## src/rtl/onehot_decode_stream.sv

```systemverilog
// Purpose: decodes an encoded index plus "any active" flag into a one-hot vector, buffered 2 deep.
// Latency: 1 cycle from push edge to out_*; sustains 1 word/cycle with out_ready held high.
// Backpressure: in_ready = buffer not full (registered state only); head holds while out_ready=0.
// Ports: clk/rst_n (sync active-low); in_valid/in_ready/in_idx/in_active upstream handshake;
//        out_valid/out_ready/out_onehot/out_err downstream handshake; err_cnt saturating error count.
module onehot_decode_stream #(
   parameter int IDX_W   = 1,
   parameter int NUM_OUT = 2
) (
   input  logic               clk,
   input  logic               rst_n,
   input  logic               in_valid,
   output logic               in_ready,
   input  logic [IDX_W-1:0]   in_idx,
   input  logic               in_active,
   output logic               out_valid,
   input  logic               out_ready,
   output logic [NUM_OUT-1:0] out_onehot,
   output logic               out_err,
   output logic [7:0]         err_cnt
);

   // One extra bit so NUM_OUT = 2**IDX_W is representable; the range compare
   // then folds to constant false and drops out of the netlist.
   localparam logic [IDX_W:0] NUM_OUT_V = (IDX_W+1)'(NUM_OUT);

   logic [NUM_OUT-1:0] ent_onehot_q [2];
   logic [NUM_OUT-1:0] ent_onehot_d [2];
   logic               ent_err_q    [2];
   logic               ent_err_d    [2];
   logic               rd_ptr_q, rd_ptr_d;
   logic               wr_ptr_q, wr_ptr_d;
   logic [1:0]         count_q, count_d;
   logic [7:0]         err_cnt_q, err_cnt_d;

   logic               push, pop;
   logic [NUM_OUT-1:0] dec_onehot;
   logic               dec_err;

   assign in_ready   = (count_q != 2'd2);
   assign out_valid  = (count_q != 2'd0);
   assign push       = in_valid & in_ready;
   assign pop        = out_valid & out_ready;
   assign out_onehot = out_valid ? ent_onehot_q[rd_ptr_q] : '0;
   assign out_err    = out_valid ? ent_err_q[rd_ptr_q] : 1'b0;
   assign err_cnt    = err_cnt_q;

   always_comb begin
      dec_onehot = '0;
      dec_err    = 1'b0;
      if (in_active) begin
         if ({1'b0, in_idx} >= NUM_OUT_V) begin
            dec_err = 1'b1;
         end else begin
            for (int i = 0; i < NUM_OUT; i++) begin
               if ({1'b0, in_idx} == (IDX_W+1)'(i)) begin
                  dec_onehot[i] = 1'b1;
               end
            end
         end
      end
   end

   always_comb begin
      ent_onehot_d = ent_onehot_q;
      ent_err_d    = ent_err_q;
      rd_ptr_d     = rd_ptr_q;
      wr_ptr_d     = wr_ptr_q;
      count_d      = count_q;
      err_cnt_d    = err_cnt_q;

      if (push) begin
         ent_onehot_d[wr_ptr_q] = dec_onehot;
         ent_err_d[wr_ptr_q]    = dec_err;
         wr_ptr_d               = ~wr_ptr_q;
         if (dec_err && (err_cnt_q != 8'hFF)) begin
            err_cnt_d = err_cnt_q + 8'd1;
         end
      end
      if (pop) begin
         rd_ptr_d = ~rd_ptr_q;
      end

      // Push and pop together leave occupancy unchanged.
      case ({push, pop})
         2'b10:   count_d = count_q + 2'd1;
         2'b01:   count_d = count_q - 2'd1;
         default: count_d = count_q;
      endcase
   end

   always_ff @(posedge clk) begin
      if (!rst_n) begin
         ent_onehot_q <= '{default: '0};
         ent_err_q    <= '{default: 1'b0};
         rd_ptr_q     <= 1'b0;
         wr_ptr_q     <= 1'b0;
         count_q      <= 2'd0;
         err_cnt_q    <= 8'd0;
      end else begin
         ent_onehot_q <= ent_onehot_d;
         ent_err_q    <= ent_err_d;
         rd_ptr_q     <= rd_ptr_d;
         wr_ptr_q     <= wr_ptr_d;
         count_q      <= count_d;
         err_cnt_q    <= err_cnt_d;
      end
   end

endmodule

```

## config.mk

```make
export PLATFORM = sky130hd
export DESIGN_NAME = onehot_decode_stream
export DESIGN_NICKNAME = d
export VERILOG_FILES = /design/src/rtl/onehot_decode_stream.sv
export SDC_FILE = /design/constraint.sdc
export NUM_CORES = 1
export LEC_CHECK = 0
export ABC_AREA = 1
export CAP_MARGIN = 25
export CORE_MARGIN = 2
export CORE_UTILIZATION = 31
export DETAILED_ROUTE_END_ITERATION = 16
export PLACE_DENSITY = 0.64
export SLEW_MARGIN = 20
export SYNTH_ARGS = -nofsm -noshare
export SYNTH_HDL_FRONTEND = slang
export SYNTH_SLANG_ARGS = --single-unit
```

## constraint.sdc

```tcl
create_clock -name clk -period 1.8 [get_ports clk]
set_input_delay 0.27 -clock clk [delete_from_list [all_inputs] [get_ports clk]]
set_output_delay 0.27 -clock clk [all_outputs]
set_load 0.02 [all_outputs]
```

==> flow_summary.yaml <==
synthesis:
  synth.distinct_cells: 15
  yosysWarnings: 0
  synth_edf_count: 0
  synth_area_leaders: "dfxtp_1 (35%), buf_4 (12%), nand2_1 (11%)"
  avgSynthCellArea_um2: 6.67
  synth_top_area_share_pct: 35.3
  synth_cells: 85
  synth_flop_cell: "dfxtp_1"
  synth_area_um2: 567
  synth_seq_cells: 10
  synth_commonest_cells: "nand2_1 (17), nor2_1 (15), inv_1 (13)"
  ys_seq_area_share_pct: 35.3
  synth-async-reset-ratio_pct: 0
  yosysMostFrequentCell: "nand2_1"
  synth_top_area_cell: "dfxtp_1"
cts:
  cts.root.buffer_cell: "clkbuf_4"
  postCtsSetupBuffers: 0
  htree_num_levels: 1
  holdBufCountCts: 0
  clock-sinks: 10
  cts_buffers: 3
  cts_tree: "built"
  insertion_delay_ns: 0.26
  max-clock-path-buffers: 2
  path_clk_slew_ns: 0.06
pwr:
  p_leak_nw: 0.383
  switching_share_pct: 38.0
  powerDensity_nw_per_um2: 1150
  combPwrFrac_pct: 40.2
  p_sw_w: 0.000309
  seqPwrFrac_pct: 35.1
  p_int_w: 0.000505
  p_clk_share_pct: 24.6
  irDropWorstVdd_uv: 498
worst_setup_path:
  max_stage_delay_ns: 0.41
  crit_path_end_kind: "output port"
  cp_num_buf_inv: 2
  critPathRequiredTime_ns: 1.53
  slowest_stage: "dfxtp_1"
  startpoint_type: "flip-flop"
  arrival_ns: 1.37
  crit_fanout: 4
  worst-setup-path-type: "reg -> out"
  crit_chain: "nor2_1 > inv_2 > o21ai_0 > a21oi_1 > dlygate4sd2_1"
  crit_family: "buffers and inverters"
global_routing:
  grt_pass1_vias: 375
  grt.total_usage_pct: 10.4
  antenna_found_initial: 0
  grt_pass1_wl_mm: 1.53
  grt_max_degree: 10
  grt_overflow: 0
sta:
  fin_ws_ns: 0.156
  period_share_pct: 91.4
  drv_slew: 0
  period_minus_slack_ns: 1.64
  setup_violations: 0
  finClkSkew_ns: 0.00318
  finalSetupTns_ns: 0
  finalHoldViolCount: 0
  rsz0062_at_grt: "no"
  clock.fmax_mhz: 608
routing:
  routed_wl_mm: 1.06
  drt_pre_antenna_iters: 6
  ant_nets: 0
  vias: 492
  via_per_inst: 3.97
  wire_per_inst_um: 8.58
  drtIter0Drc: 7
  drc_errors: 0
cells_and_area:
  fin_nets: 107
  final_layout_size_suffix_gt1_share_pct: 12.1
  fill_cells: 197
  n_antenna_cell: 0
  area_delta_synth_final_pct: 25.2
flow_run:
  maxCapViolCount: 0
outcome:
  status: "finished, final reports clean"
floorplanning:
  start_util_pct: 32.8
  row_count: 15
  io_pins: 19
  die-area_um2: 2190
  dieHeight_um: 46.8
  core_area_um2: 1730
  die_x_um: 46.8
hold_path:
  min_path_type: "reg -> reg"
placement:
  place_ws_ns: 0.151
  port-buffer-count: 10
  hpwl_um: 830
  place_congestion: 0.701
==> routing by layer <==
layer	vias up	GRT usage [%]	routed length [um]
met5	-	0	0
met4	0	5.00	18
met3	2	5.77	52
met2	14	13.7	470
met1	205	13.6	523
li1	271	-	-
==> tightest hold or removal path, cell delays in order, from the launching register on <==
cell and delay (ns):
dfxtp_1 0.30, inv_1 0.06, nor2_1 0.05
==> stage by stage <==
step / total power (W) / cells / hold slack (ns) / instance area, um2 / utilization (%)
final: 0.000815 / 124 / 0.444 / 709 / 41.1
after global routing: 0.000874 / 124 / 0.470 / 709 / 41.1
after CTS: 0.000827 / 124 / 0.446 / 704 / 40.8
after detailed placement: 0.000633 / 120 / 0.435 / 672 / 38.9
after global placement: 0.000627 / 120 / 0.423 / 672 / 38.9
after floorplan: 0.000528 / 92 / 0.416 / 593 / -
==> cell usage in the layout (no fill, tap or decap) <==
master and instances:
dlymetal6s2s_1 2, nand3_1 1, nor2_1 15, inv_2 2, inv_1 13, dfxtp_1 10, o21ai_0 4, nand4_1 3
buf_4 2, a21oi_1 5, clkbuf_8 1, dlygate4sd2_1 3, clkbuf_4 3, clkdlybuf4s50_1 5, ha_1 1, nor2_2 1
nand2_1 17, nand2_4 1, conb_1 8, nand3_2 2
==> final cells by class <==
cell class | count | area [um2] | share of cell area, %
timing repair buffer | 12 | 116 | 16.4
clock buffer | 4 | 36.3 | 5.11
inverter | 15 | 56.3 | 7.94
multi-input combinational | 58 | 269 | 37.9
tap | 25 | 31.3 | 4.41
sequential | 10 | 200 | 28.2
==> power by group through the flow <==
stage	Clock (W)	Sequential, W	Combinational, W
2_1_floorplan	0	0.000292	0.000236
3_3_place_gp	0	0.000291	0.000336
3_5_place_dp	0	0.000291	0.000342
4_1_cts	0.000208	0.000287	0.000333
5_1_grt	0.000220	0.000292	0.000362
6_report	0.000201	0.000286	0.000328
==> path summary, 6_finish.rpt <==
check,from,end,cells after the start,slack [ns]
setup / recovery,count_q[1],out_err,5,0.16
hold / removal,ent_err_q[0],ent_err_q[0],2,0.44
setup reg to reg,count_q[0],count_q[1],10,0.40
hold reg to reg,ent_err_q[0],ent_err_q[0],2,0.44
==> timing repair <==
action / CTS / global route
gates resized for setup: 3 / 2
endpoints found under the setup margin: 3 / 2
cloned: 0 / 0
==> sequential cells by signal, summed over array words and instances, names as in the netlist <==
name          count
ent_err_q         2
ent_onehot_q      4
count_q           2
rd_ptr_q          1
wr_ptr_q          1
==> cell families after synthesis <==
kind of cell / after synthesis / share of synthesized area (%)
other: 1 / 0.662
and+or+nand+nor: 40 / 32.0
AOI/OAI and AO/OA: 9 / 7.95
buffers and inverters: 24 / 21.9
DFF: 10 / 35.3
adders and majority gates: 1 / 2.21
Note: power is estimated with default switching activity, not from simulation.
